--- config.mk ---
export PLATFORM = sky130hd
export DESIGN_NAME = lane_pulse_emitter
export DESIGN_NICKNAME = d
export VERILOG_FILES = /design/src/rtl/lane_pulse_emitter.sv
export SDC_FILE = /design/constraint.sdc
export NUM_CORES = 1
export LEC_CHECK = 0
export CORE_ASPECT_RATIO = 1.5
export CORE_MARGIN = 10
export CORE_UTILIZATION = 57
export CTS_BUF_LIST = sky130_fd_sc_hd__clkbuf_4
export CTS_CLUSTER_SIZE = 24
export DETAILED_ROUTE_END_ITERATION = 10
export PLACE_DENSITY_LB_ADDON = 0.1
export SYNTH_ARGS = -nofsm -noshare
export SYNTH_HDL_FRONTEND = slang
export SYNTH_SLANG_ARGS = --single-unit
--- constraint.sdc ---
create_clock -name clk -period 2.2 [get_ports clk]
set_input_delay 0.33 -clock clk [delete_from_list [all_inputs] [get_ports clk]]
set_output_delay 0.33 -clock clk [all_outputs]
set_load 0.1 [all_outputs]
--- src/rtl/lane_pulse_emitter.sv ---
// lane_pulse_emitter: replays a labelled event count as one-hot pulses on a
// bank of lanes, round-robin, one pulse per cycle. H-labelled requests are
// padded to a constant busy length so completion timing hides the count.
module lane_pulse_emitter #(
    parameter int LANES   = 4,
    parameter int CW      = 4,
    parameter int FIX_LEN = 2**CW
) (
    input  logic             clk,
    input  logic             reset,
    input  logic             req_valid,
    output logic             req_ready,
    input  logic             req_par,
    input  logic [CW-1:0]    req_cnt,
    input  logic             abort,
    output logic [LANES-1:0] ev,
    output logic             ev_par,
    output logic             done
);

    localparam int PW = (LANES > 1) ? $clog2(LANES) : 1;
    localparam int EW = $clog2(FIX_LEN + 1);
    // Elapsed value of the last cycle before done is shown for H requests.
    localparam logic [EW-1:0] PAD_LAST = EW'(FIX_LEN - 1);
    localparam logic [LANES-1:0] LANE0 = LANES'(1);

    typedef enum logic [1:0] {
        S_IDLE,
        S_EMIT,
        S_PAD,
        S_DONE
    } state_t;

    state_t           r_state;
    // Pulses still owed after the one currently shown on ev.
    logic [CW-1:0]    r_remaining;
    logic [PW-1:0]    r_ptr;
    logic [EW-1:0]    r_elapsed;
    logic [LANES-1:0] r_ev;
    logic             r_ev_par;
    logic             r_done;
    logic             r_ready;

    logic [LANES-1:0] w_lane;
    logic [EW-1:0]    w_elapsed_inc;
    logic             w_pad_end;

    // Next lane pulse, saturating elapsed count and H padding end detection.
    always_comb begin
        w_lane        = LANE0 << r_ptr;
        w_elapsed_inc = (r_elapsed == {EW{1'b1}}) ? r_elapsed : r_elapsed + EW'(1);
        w_pad_end     = (r_elapsed >= PAD_LAST);
    end

    // Request FSM; every output is registered alongside the state so that the
    // value seen during a cycle belongs to the state of that cycle.
    always_ff @(posedge clk or negedge reset) begin
        if (!reset) begin
            r_state     <= S_IDLE;
            r_remaining <= '0;
            r_ptr       <= '0;
            r_elapsed   <= '0;
            r_ev        <= '0;
            r_ev_par    <= 1'b0;
            r_done      <= 1'b0;
            r_ready     <= 1'b1;
        end else if ((r_state != S_IDLE) && abort) begin
            // NOTE: non-blocking assignments keep every register update in this
            // block reading the pre-edge values, whatever the statement order.
            r_state <= S_IDLE;
            r_ev    <= '0;
            r_done  <= 1'b0;
            r_ready <= 1'b1;
        end else begin
            case (r_state)
                S_IDLE: begin
                    if (req_valid) begin
                        r_ev_par  <= req_par;
                        r_elapsed <= EW'(1);
                        r_ready   <= 1'b0;
                        if (req_cnt != '0) begin
                            // First pulse goes out in the cycle right after acceptance.
                            r_state     <= S_EMIT;
                            r_ev        <= LANE0;
                            r_ptr       <= PW'(1);
                            r_remaining <= req_cnt - CW'(1);
                        end else begin
                            r_ev        <= '0;
                            r_ptr       <= '0;
                            r_remaining <= '0;
                            if (req_par && (PAD_LAST > EW'(1))) begin
                                r_state <= S_PAD;
                            end else begin
                                r_state <= S_DONE;
                                r_done  <= 1'b1;
                            end
                        end
                    end
                end
                S_EMIT: begin
                    r_elapsed <= w_elapsed_inc;
                    if (r_remaining != '0) begin
                        r_ev        <= w_lane;
                        r_ptr       <= r_ptr + PW'(1);
                        r_remaining <= r_remaining - CW'(1);
                    end else begin
                        r_ev <= '0;
                        if (!r_ev_par || w_pad_end) begin
                            r_state <= S_DONE;
                            r_done  <= 1'b1;
                        end else begin
                            r_state <= S_PAD;
                        end
                    end
                end
                S_PAD: begin
                    r_elapsed <= w_elapsed_inc;
                    if (w_pad_end) begin
                        r_state <= S_DONE;
                        r_done  <= 1'b1;
                    end
                end
                S_DONE: begin
                    r_state <= S_IDLE;
                    r_done  <= 1'b0;
                    r_ready <= 1'b1;
                end
                default: begin
                    r_state <= S_IDLE;
                    r_ev    <= '0;
                    r_done  <= 1'b0;
                    r_ready <= 1'b1;
                end
            endcase
        end
    end

    assign req_ready = r_ready;
    assign ev        = r_ev;
    assign ev_par    = r_ev_par;
    assign done      = r_done;

endmodule

## Word level (Yosys, flattened, before mapping)

Index checks and enable logic that the tools add are counted.

| word-level totals | value |
|---|---|
| register bits after elaboration | 20 |
| bits in latches | 0 |
| RAM bits | 0 |
| ROM bits | 0 |
| bits of input ports | 9 |
| output and inout bits | 7 |
| word-level logic and storage cells | 82 |
| memories kept | 0 |

| operators by class | value |
|---|---|
| $add $sub $neg | 4 |
| $mul | 0 |
| divide/modulo/power cells | 0 |
| magnitude comparators | 1 |
| equal/unequal tests | 13 |
| shift-type cells | 1 |
| multiplexer cells | 35 |
| bitwise logic cells | 1 |
| reductions and logical operators | 19 |

Operators with widths:

| kind | count |
|---|---|
| $mux 4 | 6 |
| $ne 3x3->1 const B | 6 |
| $pmux 4 s2 | 2 |
| $mux 2 | 7 |
| $mux 1 | 13 |
| $mux 5 | 2 |
| $pmux 5 s2 | 1 |
| $pmux 2 s4 | 1 |
| $reduce_and 4->1 | 2 |
| $reduce_bool 4->1 | 2 |
| $sub 4x1->4 const B | 2 |
| $ne 2x2->1 const B | 3 |
| $reduce_and 3->1 | 2 |
| $reduce_and 6->1 | 1 |
| $reduce_bool 2->1 | 3 |
| $reduce_bool 3->1 | 2 |
| $add 5x1->5 const B | 1 |
| $eq 5x5->1 const B | 1 |
| $ge 5x4->1 const B | 1 |
| $eq 2x2->1 const B | 2 |
| $pmux 1 s4 | 1 |
| $pmux 2 s2 | 1 |
| $reduce_and 2->1 | 2 |
| $shl 1x2->4 const A | 1 |
| other kinds (9) | 9 |

## Logic depth before layout (Yosys ltp)

| depth | value |
|---|---|
| depth in word-level cells | 6 |
| depth in mapped cells | 8 |
| mapped depth without buffers | 8 |

## Worst setup path after synthesis

Ideal clock, no wire load.

| timing | value |
|---|---|
| path kind | reg-to-reg |
| start point | register r_elapsed[0] |
| end point | register r_state[0] |
| setup time | 124 ps |
| data arrival time | 1735 ps |
| required time | 2076 ps |
| slack | 342 ps |
| cell stages (with the launch flop) | 9 |
| path buffers | 0 |
| period minus slack after synthesis | 1858 ps |
| cells stage by stage | dfrtp_1 > ha_1 > and3_1 > ha_1 > nor2_1 > nand3_1 > a21o_1 > a22oi_1 > a21oi_2 |

| between the ends | value |
|---|---|
| word-level cells in the longest chain between the ends | 6 |
| elaborated cells on any way between the ends | 8 |
| those cells by class | 1 x order compare; 1 x eq/ne; 4 x mux; 2 x reduce/logical |

Ends and longest elaborated chain:

| element | RTL line | source |
|---|---|---|
| start, declared | 38 | `logic [EW-1:0] r_elapsed;` |
| start signal, assigned | 101 | `r_elapsed <= w_elapsed_inc;` |
| start signal, assigned | 117 | `r_elapsed <= w_elapsed_inc;` |
| $ge 5x4->1 (*) | 52 | `w_pad_end = (r_elapsed >= PAD_LAST);` |
| $logic_or 1x1->1 | 108 | `if (!r_ev_par \|\| w_pad_end) begin` |
| $mux 1 | 108 |  |
| $mux 2 | 102 | `if (r_remaining != '0) begin` |
| $pmux 2 s4 | 75 | `case (r_state)` |
| $mux 2 | 67 | `end else if ((r_state != S_IDLE) && abort) begin` |
| end signal, assigned | 70 | `r_state <= S_IDLE;` |
| end signal, assigned | 109 | `r_state <= S_DONE;` |
| end signal, assigned | 112 | `r_state <= S_PAD;` |
| end, declared | 34 | `state_t r_state;` |

Every way passes the cells marked *; elsewhere a longest branch is shown, timed or not. The select of a mux whose other input is x is not followed.
A chain may end at the register's enable or synchronous reset.

## Worst setup path in the final report

| timing | value |
|---|---|
| start point | register r_elapsed[0] |
| end point | register r_state[1] |

| between the ends | value |
|---|---|
| word-level cells in the longest chain between the ends | 3 |

Ends and longest elaborated chain:

| element | RTL line | source |
|---|---|---|
| $ge 5x4->1 | 52 |  |
| $ne 3x3->1 (no line) | -- |  |
| $reduce_and 3->1 (no line) | -- |  |
| end signal, assigned | 59 | `r_state <= S_IDLE;` |
| end signal, assigned | 70 |  |
| end signal, assigned | 83 | `r_state <= S_EMIT;` |

Every way passes these cells.

==> impl.org <==
** Timing
- Measured against its own limit, the worst slew margin works out to 71.7%.
- Final setup viols :: 0
- For the pin with the worst max-slew slack, the measured transition is 423 ps.
- The worst path needs 1980 ps of the cycle, external delays included.
- Setup repair after global routing left no endpoint under its margin.
- Final Skew :: 1.35 ps
- Maximum frequency from static timing analysis :: 505 MHz
- Max-slew violations :: 0
- Post-route clock period utilization :: 90.1%
- Final hold violation count :: 0
- In the final timing run, aggregate negative setup slack is 0 ps.

** Power and ir drop
- Clock Power Share :: 7.1%
- Maximum resistive drop on vdd :: 1.17 mV
- Fraction of power consumed by combinational cells :: 64.8%
- Lkg Pwr :: 0.680 nW
- Switching power total :: about 0.0013 W
- Switching Share :: 51.5%
- Sequential cells account for 28.1% of the total power.
- Cell internal power was estimated by the tool at 0.00122 W.
- Power per Cell Area :: 1650 mW/mm^2

** Floorplanning
- Area enclosed by the die boundary :: ~0.0047 sq mm
- The floorplan step set the die width to 59.4 um.
- I/O pins :: 16
- Initial standard-cell utilization of the core :: 59.3%
- Placeable core region :: 0.00223 sq mm
- Number of rows in the core area :: 21
- Die extent in y :: 79.0 um

** Layout
- Share of cells above drive strength 1 :: 20.0%
- Share of the core filled with cells in the final layout :: 68.1%
- The number of antenna diodes in the final layout is 0.
- Nets :: roughly 180
- Fill cells in the final layout number 192.
- Area Growth Syn to Fin :: 14.9%

** Clock network
- Once the clock tree was built, the resizer swapped 0 gates to a different size.
- The clock passes through at most 2 buffers.
- Clock tree synthesis found a total of 20 sinks.
- Setup fix buffers added after clock tree synthesis :: 0
- At the later pin of the worst-skew pair, clock insertion delay measures 300 ps.
- Clock transition at the register clock pins on the worst setup and hold paths after CTS :: ~110 ps
- TritonCTS built the clock tree.
- In this run the clock root is driven by a clkbuf_4.
- Number of hold buffers added after cts :: 0
- In this run the number of H-tree levels came out at 1.
- TritonCTS created 3 clock buffers.

** Worst setup path
- Reg2Reg Depth :: 8
- At the worst endpoint, the arrival time is 2170 ps.
- Crit path from :: r_elapsed[0]$_DFFE_PN0P_
- The critical path in this run is classified as reg -> reg.
- End point of the critical path :: r_state[1]$_DFFE_PN0P_
- In this run the critical register-to-register path is captured at r_state[1]$_DFFE_PN0P_.
- Worst R2R Start :: r_elapsed[0]$_DFFE_PN0P_
- Reg-to-reg slack, setup :: 220 ps
- For the worst setup path, the data required time is approximately 2400 ps.
- The worst setup path is captured at a flip-flop.
- CP Max Fanout :: 6
- Critical Path Source Type :: flip-flop

** Synth
- Register bit total from synthesis :: 20
- The synthesized netlist devotes 23.4% of its cell area to compound gates.
- Mean cell area of the mapped netlist :: slightly below 10 sq um
- Counting distinct cell types in the post-synthesis netlist gives 44.
- XOR/XNOR share of the synthesized area :: less than 1%
- After synthesis, the share of flip-flops with an asynchronous set or reset is 100%.
- Area of the mapped netlist :: 0.00132 sq mm
- Summing the areas of all and, or, nand and nor instances in the mapped netlist gives 18.5% of the synthesized area.
- Share of the yosys chip area belonging to registers :: 37.9%
- Most used standard cells in the synthesized netlist :: dfrtp_1 (19), ha_1 (12), nand2_1 (12), inv_1 (10)
- Top cells by area in the synthesized netlist :: dfrtp_1 (36%), ha_1 (11%), mux2_2 (3.4%)
- Yosys printed 0 warnings.
- Share of the synthesized area in the top cell type :: 35.9%
- The synthesized design contains 0 enable-type register cells.
- The biggest area contributor in the post-synthesis netlist is dfrtp_1.
- The cell count after synthesis came out at 136.
- Dominant cell by count in the synthesized netlist :: dfrtp_1
- Net count of the mapped netlist :: roughly 160
- Of the post-synthesis cell area, the part taken by muxes is approximately 4.2%.
- Adder-Cell Fraction of Synth Area :: 11.3%
- Largest family of logic cells by synthesized area :: compound AO/OA/AOI/OAI gates
- Predominant post-synthesis flop cell :: dfrtp_1

** Drt
- Vias per cell :: 5.96
- First-iteration detailed-routing DRC count :: 29
- The first TritonRoute pass finished after 4 iterations.
- In this run the remaining antenna-violating nets after routing total 0.
- Wire length reported by the detailed router :: 2810 um
- In the routed design, unresolved DRC markers number 0.
- Vias after detailed routing :: 1060
- In the final routed layout, each cell accounts on average for 15.8 um.

** GRT
- Global routing used between 20% and 30% of the available met2 tracks.
- The first global-routing pass estimated 4950 um of wire.
- The number of antenna violations at the first check in global routing is 0.
- Global-route met1 utilization :: 14.5%
- Entering global routing, the biggest net connects 13 pins.
- Via count of the first global-routing pass :: ~1100
- Layer with the highest usage after global routing :: met2
- The total overflow left after global routing is 0.
- Overall global routing resource usage :: 12.8%
- For met3 alone, demand over resource in global routing was just over 3%.

** Placed design
- Detailed Place HPWL :: 2270 um
- Placer congestion estimate :: 0.885
- # port buffers :: 15

** Min path
- Hold crit path type :: in -> async

** Status
- Status :: completed

** Job
- Max-capacitance violation count :: 0
[registers in the layout (all words and copies together) (netlist names)]
name,cells
r_state,2
r_remaining,4
ev_par,1
done,1
r_ptr,2
ev,4
req_ready,1
r_elapsed,5
[per-layer routing]
layer | vias to the layer above | routed length [um]
met2 | 11 | 1540
met4 | 0 | 42
met1 | 510 | 1140
li1 | 533 | -
met5 | - | 0
met3 | 6 | 98
[worst min path at each step]
stage                              to  slack (ps)  cells after the start
floorplan            done$_DFFE_PN0P_          30                      0
global placement    ev[0]$_DFFE_PN0P_         470                      2
detailed placement  ev[0]$_DFFE_PN0P_         490                      2
CTS                  done$_DFFE_PN0P_         320                      1
global route         done$_DFFE_PN0P_         320                      1
finish              ev[0]$_DFFE_PN0P_         320                      1
[cells in the final DEF, fill, tap and decap left out, drive strengths merged, types with 7 or more instances in the layout]
| master | count |
|---|---|
| clkdlybuf4s50 | 8 |
| nand2 | 12 |
| inv | 10 |
| dfrtp | 19 |
| nor2 | 10 |
| buf | 10 |
| ha | 12 |
| a21oi | 7 |
| o21ai | 9 |
[per-stage QoR]
stage	setup slack, ps	area (sq um)	hold slack (ps)	instances	total power (W)
2_1_floorplan	342	1320	34.4	136	0.00196
3_3_place_gp	188	1490	469	174	0.00229
3_5_place_dp	178	1490	487	174	0.00234
4_1_cts	145	1520	323	178	0.00252
5_1_grt	63.0	1520	322	178	0.00274
6_report	219	1520	320	178	0.00251
[kinds of logic after synthesis]
family	after synthesis
AO/OA/AOI/OAI	40
XOR/XNOR	1
adder cells (fa/ha/maj)	12
buffers and inverters	13
flip-flops	20
multiplexers	5
AND/OR/NAND/NOR	45
[cell type report]
class	instances	area (sq um)	area share, %
repair buffers	18	155	10.2
inverters	10	37.5	2.47
clock inverters	1	3.75	0.247
multi-input cells	103	772	50.7
flip-flops and latches	20	502	33.0
well taps	23	28.8	1.89
clock buffers	3	22.5	1.48
[power by group through the flow]
stage / clock network (W) / logic, W / registers (W)
2_1_floorplan: 0 / 0.000951 / 0.00101
3_3_place_gp: 0 / 0.00159 / 0.000707
3_5_place_dp: 0 / 0.00162 / 0.000718
4_1_cts: 0.000184 / 0.00163 / 0.000709
5_1_grt: 0.000199 / 0.00180 / 0.000740
6_report: 0.000178 / 0.00163 / 0.000707
[worst max-delay path, cell delays in order (launching register included)]
cell and delay, ps:
dfrtp_1 440, ha_1 240, and3_1 200, ha_1 170
nor2_1 190, a32oi_2 150, o221a_4 290, nor2_1 130
a21oi_2 50
Note: power is estimated with default switching activity, not from simulation.
